--- src/rtl/hart_pkg.sv ---
// Purpose : shared types and helpers for the barrel-hart front end.
// Latency : n/a (package only).
// Backpressure: n/a.
// Contents: NHARTS, hart_id_t, NOP_INSTR, if_id_t (IF/ID payload), reset_pc(), bubble().
package hart_pkg;

  localparam int NHARTS = 4;

  typedef logic [1:0] hart_id_t;

  // addi x0,x0,0
  localparam logic [31:0] NOP_INSTR = 32'h0000_0013;

  // IF/ID pipeline register payload
  typedef struct packed {
    logic [31:0] instr;
    logic [31:0] pc;
    logic [31:0] newpc;
    hart_id_t    hart;
    logic        valid;
  } if_id_t;

  // Boot PC of hart h: each hart gets its own stride-sized code window.
  function automatic logic [31:0] reset_pc(input hart_id_t    h,
                                           input logic [31:0] base,
                                           input logic [31:0] stride);
    return base + stride * {30'b0, h};
  endfunction

  // Pipeline bubble: NOP word, not a real instruction.
  function automatic if_id_t bubble(input logic [31:0] nop);
    if_id_t b;
    b.instr = nop;
    b.pc    = '0;
    b.newpc = '0;
    b.hart  = '0;
    b.valid = 1'b0;
    return b;
  endfunction

endpackage

--- src/rtl/hart_fetch_rr_arbiter.sv ---
// Purpose : round-robin hart picker; first enabled hart after rr_ptr, wrapping.
// Latency : purely combinational, zero cycles.
// Backpressure: none; caller decides whether to advance rr_ptr.
// Ports: hart_en_i (enable mask), rr_ptr_i (last served hart),
//        sel_o (chosen hart, 0 when none), any_o (a hart was chosen).
module rr_hart_arbiter
  import hart_pkg::*;
(
  input  logic [NHARTS-1:0] hart_en_i,
  input  hart_id_t          rr_ptr_i,
  output hart_id_t          sel_o,
  output logic              any_o
);

  hart_id_t cand;

  // Candidates in order rr_ptr+1 .. rr_ptr+4; the last one is rr_ptr itself
  // (the 2-bit add wraps), so a lone enabled hart is picked every cycle.
  always_comb begin
    sel_o = '0;
    any_o = 1'b0;
    cand  = '0;
    for (int i = 1; i <= NHARTS; i++) begin
      cand = rr_ptr_i + hart_id_t'(i);
      if (!any_o && hart_en_i[cand]) begin
        sel_o = cand;
        any_o = 1'b1;
      end
    end
  end

endmodule

--- src/rtl/hart_fetch.sv ---
// Purpose : 4-hart barrel fetch stage; per-hart PCs, round-robin pick, IF/ID register.
// Latency : instruction on I_ID one cycle after its address is presented with imem_ready=1.
// Backpressure: stall freezes PCs/pointer/IF/ID (redirects still land); imem_ready=0 inserts bubbles.
// Ports: clk, nReset (async active-low); hart_en; stall; branch_ID/jump_ID with
//        RBranch_EX/absolute_jump_ID targets and redirect_hart; imem_addr/imem_rdata/imem_ready;
//        IF/ID outputs I_ID, currentPC_ID, newpc_ID, mhartID_ID, IntmhartID, valid_ID.
// Optional: define HART_FETCH_PERF_EN to add fetch_cnt (4x32 packed) and bubble_cnt.
module hart_fetch #(
  parameter logic [31:0] RESET_PC    = 32'h0000_0000,
  parameter logic [31:0] HART_STRIDE = 32'h0000_0400,
  parameter logic [31:0] NOP_INSTR   = 32'h0000_0013
) (
  input  logic         clk,
  input  logic         nReset,
  input  logic [3:0]   hart_en,
  input  logic         stall,
  input  logic         branch_ID,
  input  logic         jump_ID,
  input  logic [31:0]  RBranch_EX,
  input  logic [31:0]  absolute_jump_ID,
  input  logic [1:0]   redirect_hart,
  output logic [31:0]  imem_addr,
  input  logic [31:0]  imem_rdata,
  input  logic         imem_ready,
  output logic [31:0]  I_ID,
  output logic [31:0]  currentPC_ID,
  output logic [31:0]  newpc_ID,
  output logic [1:0]   mhartID_ID,
  output logic [31:0]  IntmhartID,
  output logic         valid_ID
`ifdef HART_FETCH_PERF_EN
  ,
  output logic [127:0] fetch_cnt,
  output logic [31:0]  bubble_cnt
`endif
);

  import hart_pkg::*;

  logic [31:0] pc_q [NHARTS];
  logic [31:0] pc_d [NHARTS];
  hart_id_t    rr_ptr_q, rr_ptr_d;
  if_id_t      ifid_q, ifid_d;

  hart_id_t    sel;
  logic        any;
  logic        redirect;
  logic [31:0] target;
  logic        fetch_go;

  rr_hart_arbiter u_arb (
    .hart_en_i (hart_en),
    .rr_ptr_i  (rr_ptr_q),
    .sel_o     (sel),
    .any_o     (any)
  );

  always_comb begin
    redirect  = jump_ID | branch_ID;
    target    = jump_ID ? absolute_jump_ID : RBranch_EX;
    imem_addr = any ? {pc_q[sel][31:2], 2'b00} : 32'h0;
    fetch_go  = !stall && any && imem_ready;

    pc_d     = pc_q;
    rr_ptr_d = rr_ptr_q;
    ifid_d   = ifid_q;

    if (!stall) begin
      if (fetch_go) begin
        rr_ptr_d  = sel;
        pc_d[sel] = pc_q[sel] + 32'd4;
        // The instruction in decode redirects this very hart, so the word
        // being fetched is on the wrong path: replace it with a bubble.
        if (redirect && (sel == redirect_hart)) begin
          ifid_d = bubble(NOP_INSTR);
        end else begin
          ifid_d.instr = imem_rdata;
          ifid_d.pc    = pc_q[sel];
          ifid_d.newpc = pc_q[sel] + 32'd4;
          ifid_d.hart  = sel;
          ifid_d.valid = 1'b1;
        end
      end else begin
        ifid_d = bubble(NOP_INSTR);
      end
    end

    // Redirect is applied last so it overrides the +4 of a squashed fetch,
    // and is independent of stall so that it can never be dropped.
    if (redirect) begin
      pc_d[redirect_hart] = target;
    end
  end

  always_ff @(posedge clk or negedge nReset) begin
    if (!nReset) begin
      for (int h = 0; h < NHARTS; h++) begin
        pc_q[h] <= reset_pc(hart_id_t'(h), RESET_PC, HART_STRIDE);
      end
      rr_ptr_q <= hart_id_t'(NHARTS - 1);  // hart 0 goes first
      ifid_q   <= bubble(NOP_INSTR);
    end else begin
      pc_q     <= pc_d;
      rr_ptr_q <= rr_ptr_d;
      ifid_q   <= ifid_d;
    end
  end

  assign I_ID         = ifid_q.instr;
  assign currentPC_ID = ifid_q.pc;
  assign newpc_ID     = ifid_q.newpc;
  assign mhartID_ID   = ifid_q.hart;
  assign IntmhartID   = {30'b0, ifid_q.hart};
  assign valid_ID     = ifid_q.valid;

`ifdef HART_FETCH_PERF_EN
  logic [31:0] fetch_cnt_q [NHARTS];
  logic [31:0] bubble_cnt_q;

  // Every non-stalled cycle loads IF/ID with either a real fetch or a bubble.
  always_ff @(posedge clk or negedge nReset) begin
    if (!nReset) begin
      for (int h = 0; h < NHARTS; h++) begin
        fetch_cnt_q[h] <= '0;
      end
      bubble_cnt_q <= '0;
    end else if (!stall) begin
      if (ifid_d.valid) begin
        fetch_cnt_q[ifid_d.hart] <= fetch_cnt_q[ifid_d.hart] + 32'd1;
      end else begin
        bubble_cnt_q <= bubble_cnt_q + 32'd1;
      end
    end
  end

  for (genvar g = 0; g < NHARTS; g++) begin : g_cnt
    assign fetch_cnt[g*32 +: 32] = fetch_cnt_q[g];
  end
  assign bubble_cnt = bubble_cnt_q;
`endif

endmodule

--- config.mk ---
export PLATFORM = sky130hd
export DESIGN_NAME = hart_fetch
export DESIGN_NICKNAME = d
export VERILOG_FILES = /design/src/rtl/hart_pkg.sv /design/src/rtl/hart_fetch_rr_arbiter.sv /design/src/rtl/hart_fetch.sv
export SDC_FILE = /design/constraint.sdc
export NUM_CORES = 1
export LEC_CHECK = 0
export ABC_AREA = 0
export BUFFER_PORTS_ARGS = -buffer_cell sky130_fd_sc_hd__clkbuf_2
export CAP_MARGIN = 20
export CELL_PAD_IN_SITES_DETAIL_PLACEMENT = 1
export CELL_PAD_IN_SITES_GLOBAL_PLACEMENT = 1
export CORE_AREA = 2 2 219 221
export CTS_CLUSTER_SIZE = 25
export DETAILED_ROUTE_END_ITERATION = 10
export DIE_AREA = 0 0 221 223
export GPL_ROUTABILITY_DRIVEN = 0
export GPL_TIMING_DRIVEN = 1
export PLACE_DENSITY = 0.52
export SYNTH_ARGS = -nofsm -noshare
export SYNTH_HDL_FRONTEND = slang
export SYNTH_SLANG_ARGS = --single-unit
--- constraint.sdc ---
create_clock -name clk -period 5.5 [get_ports clk]
set_clock_uncertainty 0.1 [all_clocks]
set_input_delay 0.55 -clock clk [delete_from_list [all_inputs] [get_ports clk]]
set_output_delay 0.55 -clock clk [all_outputs]
set_load 0.02 [all_outputs]
Word-level counts from Yosys, hierarchy flattened. Index checks and enable logic that the tools add are counted.

Input bits: 108. Register bits: 229. Word-level logic and storage cells: 72.

Add/subtract/negate cells: 4. Reductions and logical operators: 13. Bitwise operators: 4. Multiplexer cells: 32. Equality and inequality tests: 1. Magnitude comparators: 8.

Operators by type and width (count): 128-bit 2-to-1 mux (3); 128-bit bitwise mux (2); 99-bit 2-to-1 mux (2); 32-bit 2-to-1 mux (6); 32-bit demux with 2-bit select (2); 32-bit binary-select mux with 2-bit select (1); 32-bit by 3-bit adder with 32-bit output (second input constant) (1); 2-bit by 3-bit less-than comparator with 1-bit output (second input constant) (4); 1-bit binary-select mux with 2-bit select (4); 1-bit logical AND (8); 1-bit 2-to-1 mux (8); 2-bit 2-to-1 mux (4); 3-bit >= comparator (second input constant) (2); 3-bit by 1-bit less-than comparator with 1-bit output (second input constant) (2); 2-bit inverter with 3-bit output (2); 2-bit adder (second input constant) (2); 1-bit logical NOT (4); 2-bit by 1-bit adder with 2-bit output (second input constant) (1); 2-bit equality test (1); 2-bit AND reduction (1); 1-bit inverter (1); 1-bit bitwise OR (1).

Longest topological paths before layout. Gate-level depths: netlist of run 1.

Depth in word-level cells: 23. Gate-level depth with buffers: 16. Depth with buffers taken out: 11.

By module. A second synthesis of run 1 with hierarchy kept.

Cells, all modules: 1205. Area, all modules: 11994.0 um2.

By module, submodules not included: hart_fetch (area each 11902.7 um2, instances 1, sequential area each 5691.7 um2, cells an instance 1191); rr_hart_arbiter (area each 91.3 um2, instances 1, sequential area each 0.0 um2, cells an instance 14).

Worst setup path after synthesis of run 1. No wires, ideal clock.

Kind: input -> register. Start: input hart_en[3]. End: register pc_q[24] (netlist name). Path slack: 1820 ps. Setup time: 133 ps. Arrival: 3447 ps. Stages: 13. Cells stage by stage: a21bo_2 -> a21oi_1 -> or3_1 -> buf_4 -> buf_2 -> nand2_1 -> a22oi_1 -> ha_1 -> and3_1 -> nand4_1 -> o31a_1 -> nor3_1 -> o22ai_1.

RTL lines: from (decl) (line hart_fetch.sv:15) `input logic [3:0] hart_en,`; to (signal, indexed assignment) (line hart_fetch.sv:98) `pc_q[h] <= reset_pc(hart_id_t'(h), RESET_PC, HART_STRIDE);`; to (signal assigned) (line hart_fetch.sv:103) `pc_q <= pc_d;`; to (decl) (line hart_fetch.sv:40) `logic [31:0] pc_q [NHARTS];`.

==> impl_metrics.json, run 1 <==
{
  "status": "finished clean",
  "area_delta_synth_final_pct": 23.9,
  "slew_headroom": 0.300,
  "instances_no_fill": 2118,
  "ctsHoldBuffers": 0,
  "critical_path.startpoint_type": "flip-flop",
  "routed_wl_um": 49500,
  "netlist_instances": 1274,
  "cap_violations": 0,
  "max_freq_mhz": 221,
  "layout-drive-gt1-share": 0.246,
  "cts.root.buffer_cell": "clkbuf_16",
  "dieHeight_um": 223,
  "setup_violations": 0,
  "first_global_vias": 11200,
  "synth_fa_ha_area_frac": 0.00108,
  "tritoncts": "yes",
  "fin_area_mm2": 0.0144,
  "via_count": 11000,
  "cts_num_sinks": 227,
  "dpl.cell_count": 2067,
  "grt_pass1_wl_um": 74000,
  "num_io_pins": 271,
  "synth_area_mm2": 0.0116,
  "cts_resized": 0,
  "cp-endpoint": "pc_q[95]",
  "grt_overflow": 0,
  "post_drt_wl_per_cell_um": 23.4,
  "post-synth-top-area-cell": "dfrtp_1",
  "rows": 80,
  "drt_first_pass_iters": 5,
  "yosysTopAreaCellShare": 0.469,
  "async_flop_share": 1.00,
  "synth.most_common_cell": "dfrtp_1",
  "htree_levels": 1,
  "core_area_mm2": 0.0471,
  "detailed_place_hpwl_um": 32000,
  "cp.required_ns": 5.80,
  "hold_path.class": "primary input to async pin",
  "rsz0062_at_grt": "false",
  "synth_seq_area_share": 0.489,
  "synthXorXnorAreaFrac": 0.0120,
  "grt_max_degree": 122,
  "synthMuxAreaShare": 0.0340,
  "cts_made_buffers": 28,
  "r2r_end": "pc_q[95]",
  "drc": 0,
  "end_kind": "flip-flop",
  "min_period_ns": 4.52,
  "antenna_found_initial": 0,
  "min_period_over_period": 0.821,
  "reg2reg_slack_ns": 0.98,
  "power_density_mw_per_mm2": 475,
  "max-clock-path-buffers": 3,
  "yosysWarnings": 0,
  "drt_iter0_markers": 761,
  "max_slew.worst_pin.slew_ns": 1.05,
  "grt_usage": 0.196,
  "ant_nets": 0,
  "vdd_drop_max_uv": 268,
  "dieArea_mm2": 0.0493,
  "synth_top_family_by_area": "compound AO/OA/AOI/OAI gates",
  "use_met1": 0.270,
  "r2r_start": "rr_ptr_q[1]",
  "cts_setup_buffers": 0,
  "synth_compound_area_frac": 0.234,
  "synth_simple_gate_area_frac": 0.165,
  "cp_data_arrival_time_ns": 4.82,
  "io_buffers": 238,
  "worstPathMaxFanout": 36,
  "ys_types": 50,
  "finalMaxSlewViolations": 0,
  "use_met3": 0.0274,
  "grt.busiest_layer": "met2",
  "routed_via_density": 5.20,
  "ys_ff_latch": 227,
  "synth_common_cells": "218 x dfrtp_1, 186 x nand2_1, 170 x o21ai_0, 78 x nor2_1, 76 x clkbuf_1",
  "initial_core_util": 0.247,
  "r2r_cells": 11,
  "place_area_mm2": 0.0134,
  "crit_start": "rr_ptr_q[1]",
  "clk_latency_ns": 0.58,
  "clkSlewWorstSetupHoldPaths_ns": 0.06,
  "nNetsFinal": 1591,
  "synth_enable_flop_cells": 0,
  "tns_ns": 0,
  "die_width_um": 221,
  "yosys_most_used_dff": "dfrtp_1",
  "final_hold_viol_count": 0,
  "diodes": 0,
  "crit_type": "flip-flop to flip-flop",
  "leakage_uw": 0.00658,
  "use_met2": 0.322,
  "syn_avg_cell_area_um2": 9.14,
  "synth.area.top_cells": "dfrtp_1 47%, o21ai_0 7.3%, nand2_1 6.0%, o22ai_1 3.9%, a22o_1 3.8%"
}
critical path, cell delays in order, from the launching register on:
cell,delay [ns]
dfstp_2,0.59
inv_1,0.07
a21oi_1,0.24
or3_2,0.56
buf_12,0.31
nand2_1,0.08
a22oi_1,0.78
nand4_1,0.42
nor4_1,0.56
a31oi_1,0.26
nor3_1,0.24
o22ai_1,0.12
sequential cells by signal, indices dropped and copies added (netlist names):
signal	cells
pc_q	128
mhartID_ID	2
rr_ptr_q	2
I_ID	32
currentPC_ID	32
newpc_ID	30
valid_ID	1
final cells by class:
| cell class | instances | area [µm²] |
|---|---|---|
| Clock buffer | 43 | 847 |
| Clock inverter | 8 | 126 |
| Fill cell | 5485 | 32700 |
| Inverter | 6 | 22.5 |
| Multi-Input combinational cell | 938 | 5360 |
| Sequential cell | 227 | 5690 |
| Tap cell | 615 | 769 |
| Timing Repair Buffer | 281 | 1600 |
layer usage:
layer  routed length (µm)  part of all wire
met1                23000              0.46
met2                23100              0.47
met3                 2360             0.048
met4                 1080             0.022
met5                    0                 0
placed cells by master (no fill, tap or decap), drive strengths merged, types with 12 or more instances in the layout:
cell    synthesis  final
conb            1     32
a22o           51     51
mux2i          35     35
xnor2          12     12
nor3           71     71
o22ai          72     72
dfrtp         218    218
nor2           78     78
buf            58     45
a31oi          35     35
nand2         187    187
nand3          15     15
o21ai         171    171
o211ai         17     17
nor2b          15     15
a21oi          55     55
a22oi          13     13
clkbuf         76    279
report_power, final:
| group | switching, µW | internal, µW | leakage, µW |
|---|---|---|---|
| Clock | 773 | 1190 | 0.000482 |
| Sequential | 244 | 2090 | 0.00285 |
| Combinational | 1750 | 805 | 0.00325 |
cell families (layout without fill, tap and decap cells):
group,after synthesis,after routing
AOI/OAI and AO/OA,440,440
and+or+nand+nor,410,410
DFF,227,227
buffers and inverters,140,338
muxes,39,39
xor gates and xnor gates,16,16
adders and majority gates,1,1
other,1,32
stage by stage:
| step | hold slack (ns) | util | power (µW) | setup slack (ns) |
|---|---|---|---|---|
| floorplan | 0.154 | - | 3870 | 1.82 |
| global placement | 0.352 | 0.285 | 4890 | 0.876 |
| detailed placement | 0.361 | 0.285 | 4920 | 0.845 |
| CTS | 0.0472 | 0.306 | 6920 | 1.01 |
| global route | 0.0832 | 0.306 | 7220 | 0.718 |
| finish | 0.0227 | 0.306 | 6850 | 0.984 |
worst min-delay path by stage:
stage,from,endpoint,slack (ns),cells after the start
2_1_floorplan,nReset,I_ID[10],0.15,0
4_1_cts,nReset,newpc_ID[29],0.05,1
6_report,nReset,pc_q[14],0.02,1
5_1_grt,imem_rdata[20],I_ID[20],0.08,2
3_3_place_gp,I_ID[4],I_ID[4],0.35,2
3_5_place_dp,I_ID[4],I_ID[4],0.36,2
Power figures use the tool's default switching activity.
==> inputs of run 2 (changes only) <==
--- a/config.mk
+++ b/config.mk
@@ -16,7 +16,7 @@
 export DIE_AREA = 0 0 221 223
 export GPL_ROUTABILITY_DRIVEN = 0
 export GPL_TIMING_DRIVEN = 1
-export PLACE_DENSITY = 0.52
+export PLACE_DENSITY = 0.54
 export SYNTH_ARGS = -nofsm -noshare
 export SYNTH_HDL_FRONTEND = slang
 export SYNTH_SLANG_ARGS = --single-unit
==> constraint.sdc (replaced) <==
create_clock -name clk -period 4 [get_ports clk]
set_clock_uncertainty 0.1 [all_clocks]
set_input_delay 0.4 -clock clk [delete_from_list [all_inputs] [get_ports clk]]
set_output_delay 0.4 -clock clk [all_outputs]
set_load 0.02 [all_outputs]
==> run 2 against run 1 <==
Wire length rose by 0.34%. Clock power rose by 45%. Count of clock-buffer cells in the layout did not move. Fmax rose by 20%. Flip-flop and latch count did not move. Global-route usage rose by 0.41 points. Worst setup slack got worse by 0.73 ns. Cell area rose by 6.1%. Combinational power rose by 48%. Register-to-register slack got worse by 0.73 ns. Sequential share of layout area fell by 2.3 points. Critical path type unchanged. Critical endpoint is now pc_q[22]. Largest cell class unchanged. Highest routed layer unchanged.
==> impl_metrics.json, run 2 (synthesis results as in run 1) <==
{
  "status": "finished clean",
  "hold_path.class": "primary input to flip-flop",
  "min_period_ns": 3.75,
  "num_io_pins": 271,
  "drt_iter0_markers": 772,
  "grt_pass1_wl_um": 76400,
  "routed_wl_um": 49700,
  "worst_slack_ns": 0.250,
  "whs_path_depth": 3,
  "fin_area_mm2": 0.0153,
  "via_count": 11400,
  "clkSlewWorstSetupHoldPaths_ns": 0.06,
  "fin_util": 0.325,
  "post-place-ws_ns": 0.0601,
  "r2r_cells": 13,
  "drt_first_pass_iters": 5,
  "largest_register_ff_count": 128,
  "finalMaxSlewViolations": 0,
  "io_buffers": 238,
  "final_cell_mix": "236 x clkbuf_2, 218 x dfrtp_1, 184 x nand2_1, 170 x o21ai_0, 96 x buf_4",
  "rsz0062_at_grt": "false",
  "grt_max_degree": 116,
  "nNetsFinal": 1685,
  "cap_violations": 0,
  "grt_usage": 0.200,
  "nFillCells": 5491,
  "cp_data_arrival_time_ns": 4.07,
  "place_area_mm2": 0.0139,
  "area_delta_synth_final_pct": 31.5,
  "post_drt_wl_per_cell_um": 22.5,
  "initial_core_util": 0.247,
  "slew_headroom": 0.344,
  "min_period_over_period": 0.937,
  "dieArea_mm2": 0.0493,
  "die_width_um": 221,
  "worstPathMaxFanout": 7,
  "cts_made_buffers": 29,
  "max_slew.worst_pin.slew_ns": 0.984,
  "instances_no_fill": 2211,
  "leakage_uw": 0.00705,
  "ant_nets": 0,
  "crit_type": "flip-flop to flip-flop",
  "drc": 0,
  "cp.required_ns": 4.32,
  "final_common_cell": "clkbuf_2",
  "cts.root.buffer_cell": "clkbuf_16",
  "rows": 80,
  "diodes": 0,
  "antenna_found_initial": 1,
  "tns_ns": 0,
  "cts_setup_buffers": 0,
  "clk_latency_ns": 0.56,
  "dpl.cell_count": 2127,
  "detailed_place_hpwl_um": 33000,
  "end_kind": "flip-flop",
  "top_register": "pc_q",
  "cts_num_sinks": 227,
  "core_area_mm2": 0.0471,
  "grt_overflow": 0,
  "max-clock-path-buffers": 3,
  "dieHeight_um": 223,
  "vdd_drop_max_uv": 351,
  "final_hold_viol_count": 0,
  "setup_violations": 0,
  "htree_levels": 1,
  "tritoncts": "yes",
  "max_freq_mhz": 267,
  "layout-drive-gt1-share": 0.271,
  "first_global_vias": 11900,
  "critical_path.startpoint_type": "flip-flop",
  "power_density_mw_per_mm2": 643,
  "routed_via_density": 5.13
}
run 2: cell types whose count changed in the layout (fill, tap and decap cells not counted), moves of 2 or more:
cell           delta
nand3_2           -2
nand3_1           +2
buf_12            +2
dlygate4sd3_1    +33
buf_4            +58
clkbuf_8          +3
clkbuf_1          -4
run 2: path summary, 6_finish.rpt:
check,startpoint,to,slack [ns]
worst max-delay path,rr_ptr_q[1],pc_q[22],0.25
worst min-delay path,RBranch_EX[1],pc_q[97],0.13
worst max register to register,rr_ptr_q[1],pc_q[22],0.25
worst min register to register,I_ID[0],I_ID[0],0.37
max in group asynchronous,nReset,rr_ptr_q[0],2.34
min in group asynchronous,nReset,currentPC_ID[30],0.45
run 2: timing repair:
action | in CTS | in global routing
gates resized for setup | 0 | 3
endpoints found under the setup margin | 0 | 46
endpoints found under the hold margin | 142 | 0
hold buffers | 33 | 0
run 2: cell type report:
| cell class | count | area, µm² | share of cell area |
|---|---|---|---|
| clock inverters | 8 | 144 | 0.00940 |
| repair buffers | 374 | 2410 | 0.157 |
| well taps | 615 | 769 | 0.0503 |
| multi-input cells | 938 | 5370 | 0.351 |
| clock buffers | 43 | 898 | 0.0587 |
| flip-flops and latches | 227 | 5690 | 0.372 |
| inverters | 6 | 22.5 | 0.00147 |
run 2: where the power goes:
part	internal, µW	switching [µW]
sequential	2870	337
clock	1790	1060
combinational	1330	2440
total	5990	3840
run 2: metrics by stage:
step | hold slack [ns] | power, µW
after floorplan | 0.00441 | 5320
final | 0.130 | 9830
after global placement | 0.352 | 6940
after detailed placement | 0.357 | 7000
after CTS | 0.132 | 9940
after global routing | 0.165 | 10400
run 2: worst max-delay path, stage by stage, from the launching register on:
cell     delay [ns]
dfstp_2        0.58
a21bo_2        0.13
a21oi_1        0.10
or3_1          0.53
buf_4          0.23
mux2i_1        0.12
mux2_2         0.37
nor3_1         0.21
buf_4          0.18
and4_1         0.38
buf_4          0.19
a21oi_1        0.13
nor3_1         0.24
o22ai_1        0.12
run 2: layer usage:
metal	vias to the layer above	part of all wire	global-route usage
met3	60	0.048	0.0242
met2	355	0.48	0.335
li1	5187	-	-
met4	0	0.021	0.0511
met5	-	0	0
met1	5750	0.45	0.273
==> inputs of run 3 (changes only) <==
--- a/config.mk
+++ b/config.mk
@@ -5,18 +5,18 @@
 export SDC_FILE = /design/constraint.sdc
 export NUM_CORES = 1
 export LEC_CHECK = 0
-export ABC_AREA = 0
+export ABC_AREA = 1
 export BUFFER_PORTS_ARGS = -buffer_cell sky130_fd_sc_hd__clkbuf_2
 export CAP_MARGIN = 20
 export CELL_PAD_IN_SITES_DETAIL_PLACEMENT = 1
 export CELL_PAD_IN_SITES_GLOBAL_PLACEMENT = 1
-export CORE_AREA = 2 2 219 221
+export CORE_AREA = 2 2 233 235
 export CTS_CLUSTER_SIZE = 25
 export DETAILED_ROUTE_END_ITERATION = 10
-export DIE_AREA = 0 0 221 223
+export DIE_AREA = 0 0 235 237
 export GPL_ROUTABILITY_DRIVEN = 0
 export GPL_TIMING_DRIVEN = 1
-export PLACE_DENSITY = 0.54
+export PLACE_DENSITY = 0.55
 export SYNTH_ARGS = -nofsm -noshare
 export SYNTH_HDL_FRONTEND = slang
 export SYNTH_SLANG_ARGS = --single-unit
==> run 3 against run 2 <==
Die area is 13% higher. Fmax is 2.8% lower. Sequential share of layout area is 3.4 points lower. Wire length is 22% higher. Final cell count is 25% higher. Via count is 19% higher. Cell area is 10% higher. Worst hold slack worse by 0.10 ns.
==> impl_metrics.json, run 3 <==
{
  "cts_made_buffers": 29,
  "detailed_place_hpwl_um": 40600,
  "cts_num_sinks": 227,
  "critical_path.startpoint_type": "flip-flop",
  "final_hold_viol_count": 0,
  "layout-drive-gt1-share": 0.231,
  "cp.required_ns": 3.50,
  "crit_slowest_cell": "dfstp_2",
  "synth.area.top_cells": "dfrtp_1 41%, nand2_1 14%, a21oi_1 7.7%, inv_1 4.8%, nor2_1 4.2%",
  "yosysTopAreaCellShare": 0.414,
  "num_io_pins": 271,
  "first_global_vias": 13800,
  "io_buffers": 238,
  "nNetsFinal": 2144,
  "r2r_end": "pc_q[35]",
  "routed_via_density": 4.92,
  "area_delta_synth_final_pct": 27.7,
  "place_area_mm2": 0.0152,
  "seq_area_mm2": 0.00569,
  "holdCritStartpoint": "imem_rdata[19]",
  "final_cell_mix": "474 x nand2_1, 235 x clkbuf_2, 218 x dfrtp_1, 203 x a21oi_1, 165 x inv_1",
  "dpl.cell_count": 2648,
  "post-place-ws_ns": 0.129,
  "rsz0062_at_grt": "true",
  "min_period_ns": 3.86,
  "setup_violations": 0,
  "whs_path_depth": 2,
  "synth_area_mm2": 0.0132,
  "grt_usage": 0.212,
  "crit_type": "flip-flop to primary output",
  "cp_data_arrival_time_ns": 3.36,
  "core_area_mm2": 0.0533,
  "ant_nets": 0,
  "max_freq_mhz": 259,
  "syn_avg_cell_area_um2": 7.43,
  "initial_core_util": 0.248,
  "htree_levels": 1,
  "multi_input_area_mm2": 0.00628,
  "worstPathMaxFanout": 15,
  "instances_no_fill": 2754,
  "cap_violations": 0,
  "top_register": "pc_q",
  "clkSlewWorstSetupHoldPaths_ns": 0.06,
  "yosysWarnings": 0,
  "post-synth-top-area-cell": "dfrtp_1",
  "routed_wl_um": 60900,
  "netlist_instances": 1776,
  "max-clock-path-buffers": 3,
  "end_kind": "primary output",
  "nFillCells": 6505,
  "max_stage_delay_ns": 0.63,
  "fin_util": 0.316,
  "r2r_start": "rr_ptr_q[0]",
  "drt_first_pass_iters": 5,
  "crit_path_frequent_cell": "nand2_1",
  "grt_max_degree": 95,
  "drc": 0,
  "max_slew.worst_pin.slew_ns": 1.05,
  "die_width_um": 235,
  "worst_slack_ns": 0.142,
  "fin_area_mm2": 0.0168,
  "drt_iter0_markers": 827,
  "hold_path.class": "primary input to flip-flop",
  "grt_pass1_wl_um": 90500,
  "grt_overflow": 0,
  "finalMaxSlewViolations": 0,
  "ys_types": 38,
  "tritoncts": "yes",
  "cts.root.buffer_cell": "clkbuf_16",
  "synth_seq_area_share": 0.432,
  "synth_enable_flop_cells": 0,
  "dieArea_mm2": 0.0557,
  "synth.most_common_cell": "nand2_1",
  "yosys_most_used_dff": "dfrtp_1",
  "min_delay_worst_endpoint": "I_ID[19]",
  "rows": 85,
  "antenna_found_initial": 0,
  "diodes": 0,
  "r2r_cells": 16,
  "dieHeight_um": 237,
  "slew_headroom": 0.299,
  "largest_register_ff_count": 128,
  "via_count": 13600,
  "ys_ff_latch": 227,
  "async_flop_share": 1.00,
  "status": "finished clean",
  "crit_chain": "buf_4, nand2_1, nand2_1, nand2_1, nand2_2, nand2_2, nand2_1, nand2_1, nand2_1, nand2_1, nand2_4, clkinv_8, buf_16, nor2_4, a22oi_2, o221ai_1, buf_4, inv_1, nor2_1, buf_2",
  "synth_common_cells": "481 x nand2_1, 218 x dfrtp_1, 203 x a21oi_1, 167 x inv_1, 146 x nor2_1",
  "clk_latency_ns": 0.60,
  "post_drt_wl_per_cell_um": 22.1,
  "reg2reg_slack_ns": 0.23,
  "final_common_cell": "nand2_1",
  "min_period_over_period": 0.965
}
run 3: changes by cell type in the layout (fill, tap and decap cells not counted), moves of 65 or more:
cell     previous run  this run
nand2_1           184       474
a21oi_1            55       203
nor2_1             77       143
nor3_1             65         0
nand3_1            15        84
o21ai_0           170        48
o22ai_1            72         3
inv_1               6       165
run 3: logic make-up after synthesis:
logic type,Yosys count,share of synthesized area
adder cells (fa/ha/maj),1,0.000949
AO/OA/AOI/OAI,366,0.163
other,1,0.000284
multiplexers,11,0.00835
AND/OR/NAND/NOR,840,0.276
buffers and inverters,320,0.109
flip-flops,227,0.432
XOR/XNOR,10,0.0101
run 3: worst max-delay path by stage:
| stage | start | end | slack, ns |
|---|---|---|---|
| finish | rr_ptr_q[0] | imem_addr[31] | 0.14 |
| global route | rr_ptr_q[0] | pc_q[114] | -0.04 |
| detailed placement | rr_ptr_q[0] | pc_q[35] | 0.13 |
| CTS | rr_ptr_q[0] | imem_addr[31] | -0.03 |
| floorplan | rr_ptr_q[0] | pc_q[108] | 0.92 |
| global placement | rr_ptr_q[0] | pc_q[35] | 0.18 |
run 3: layout make-up:
type | count | area share
repair buffers | 341 | 0.137
clock inverters | 14 | 0.0114
flip-flops and latches | 227 | 0.338
clock buffers | 40 | 0.0485
well taps | 696 | 0.0517
inverters | 176 | 0.0404
multi-input cells | 1260 | 0.373
run 3: metrics by stage:
stage	TNS (ns)	hold slack [ns]
after global routing	-0.120	0.00704
after detailed placement	0	0.373
after floorplan	0	0.00441
after CTS	-0.0276	0.00385
final	0	0.0281
after global placement	0	0.367
run 3: per-layer routing:
| layer | share of wire | global-route usage | vias up |
|---|---|---|---|
| li1 | - | - | 6240 |
| met1 | 0.46 | 0.297 | 6812 |
| met2 | 0.46 | 0.347 | 444 |
| met3 | 0.060 | 0.0307 | 66 |
| met4 | 0.018 | 0.0466 | 0 |
| met5 | 0 | 0 | - |
run 3: critical path: cells and delay by family (launching register included):
| family | cells | cell delay (ns) |
|---|---|---|
| AO/OA/AOI/OAI | 2 | 0.16 |
| buffers and inverters | 6 | 0.91 |
| flip-flops | 1 | 0.63 |
| AND/OR/NAND/NOR | 12 | 1.09 |
run 3: repair_timing:
item	4_1_cts	5_1_grt
gates resized for setup	9	23
setup endpoints to repair	15	88
gates cloned	0	2
hold buffers	34	0
pin swaps	0	1
endpoints found under the hold margin	118	0
setup buffers	5	10
Power of run 3 is left out: the tool's default activity adds up to more than one toggle a clock period on the data nets, which glitch-free logic cannot reach.
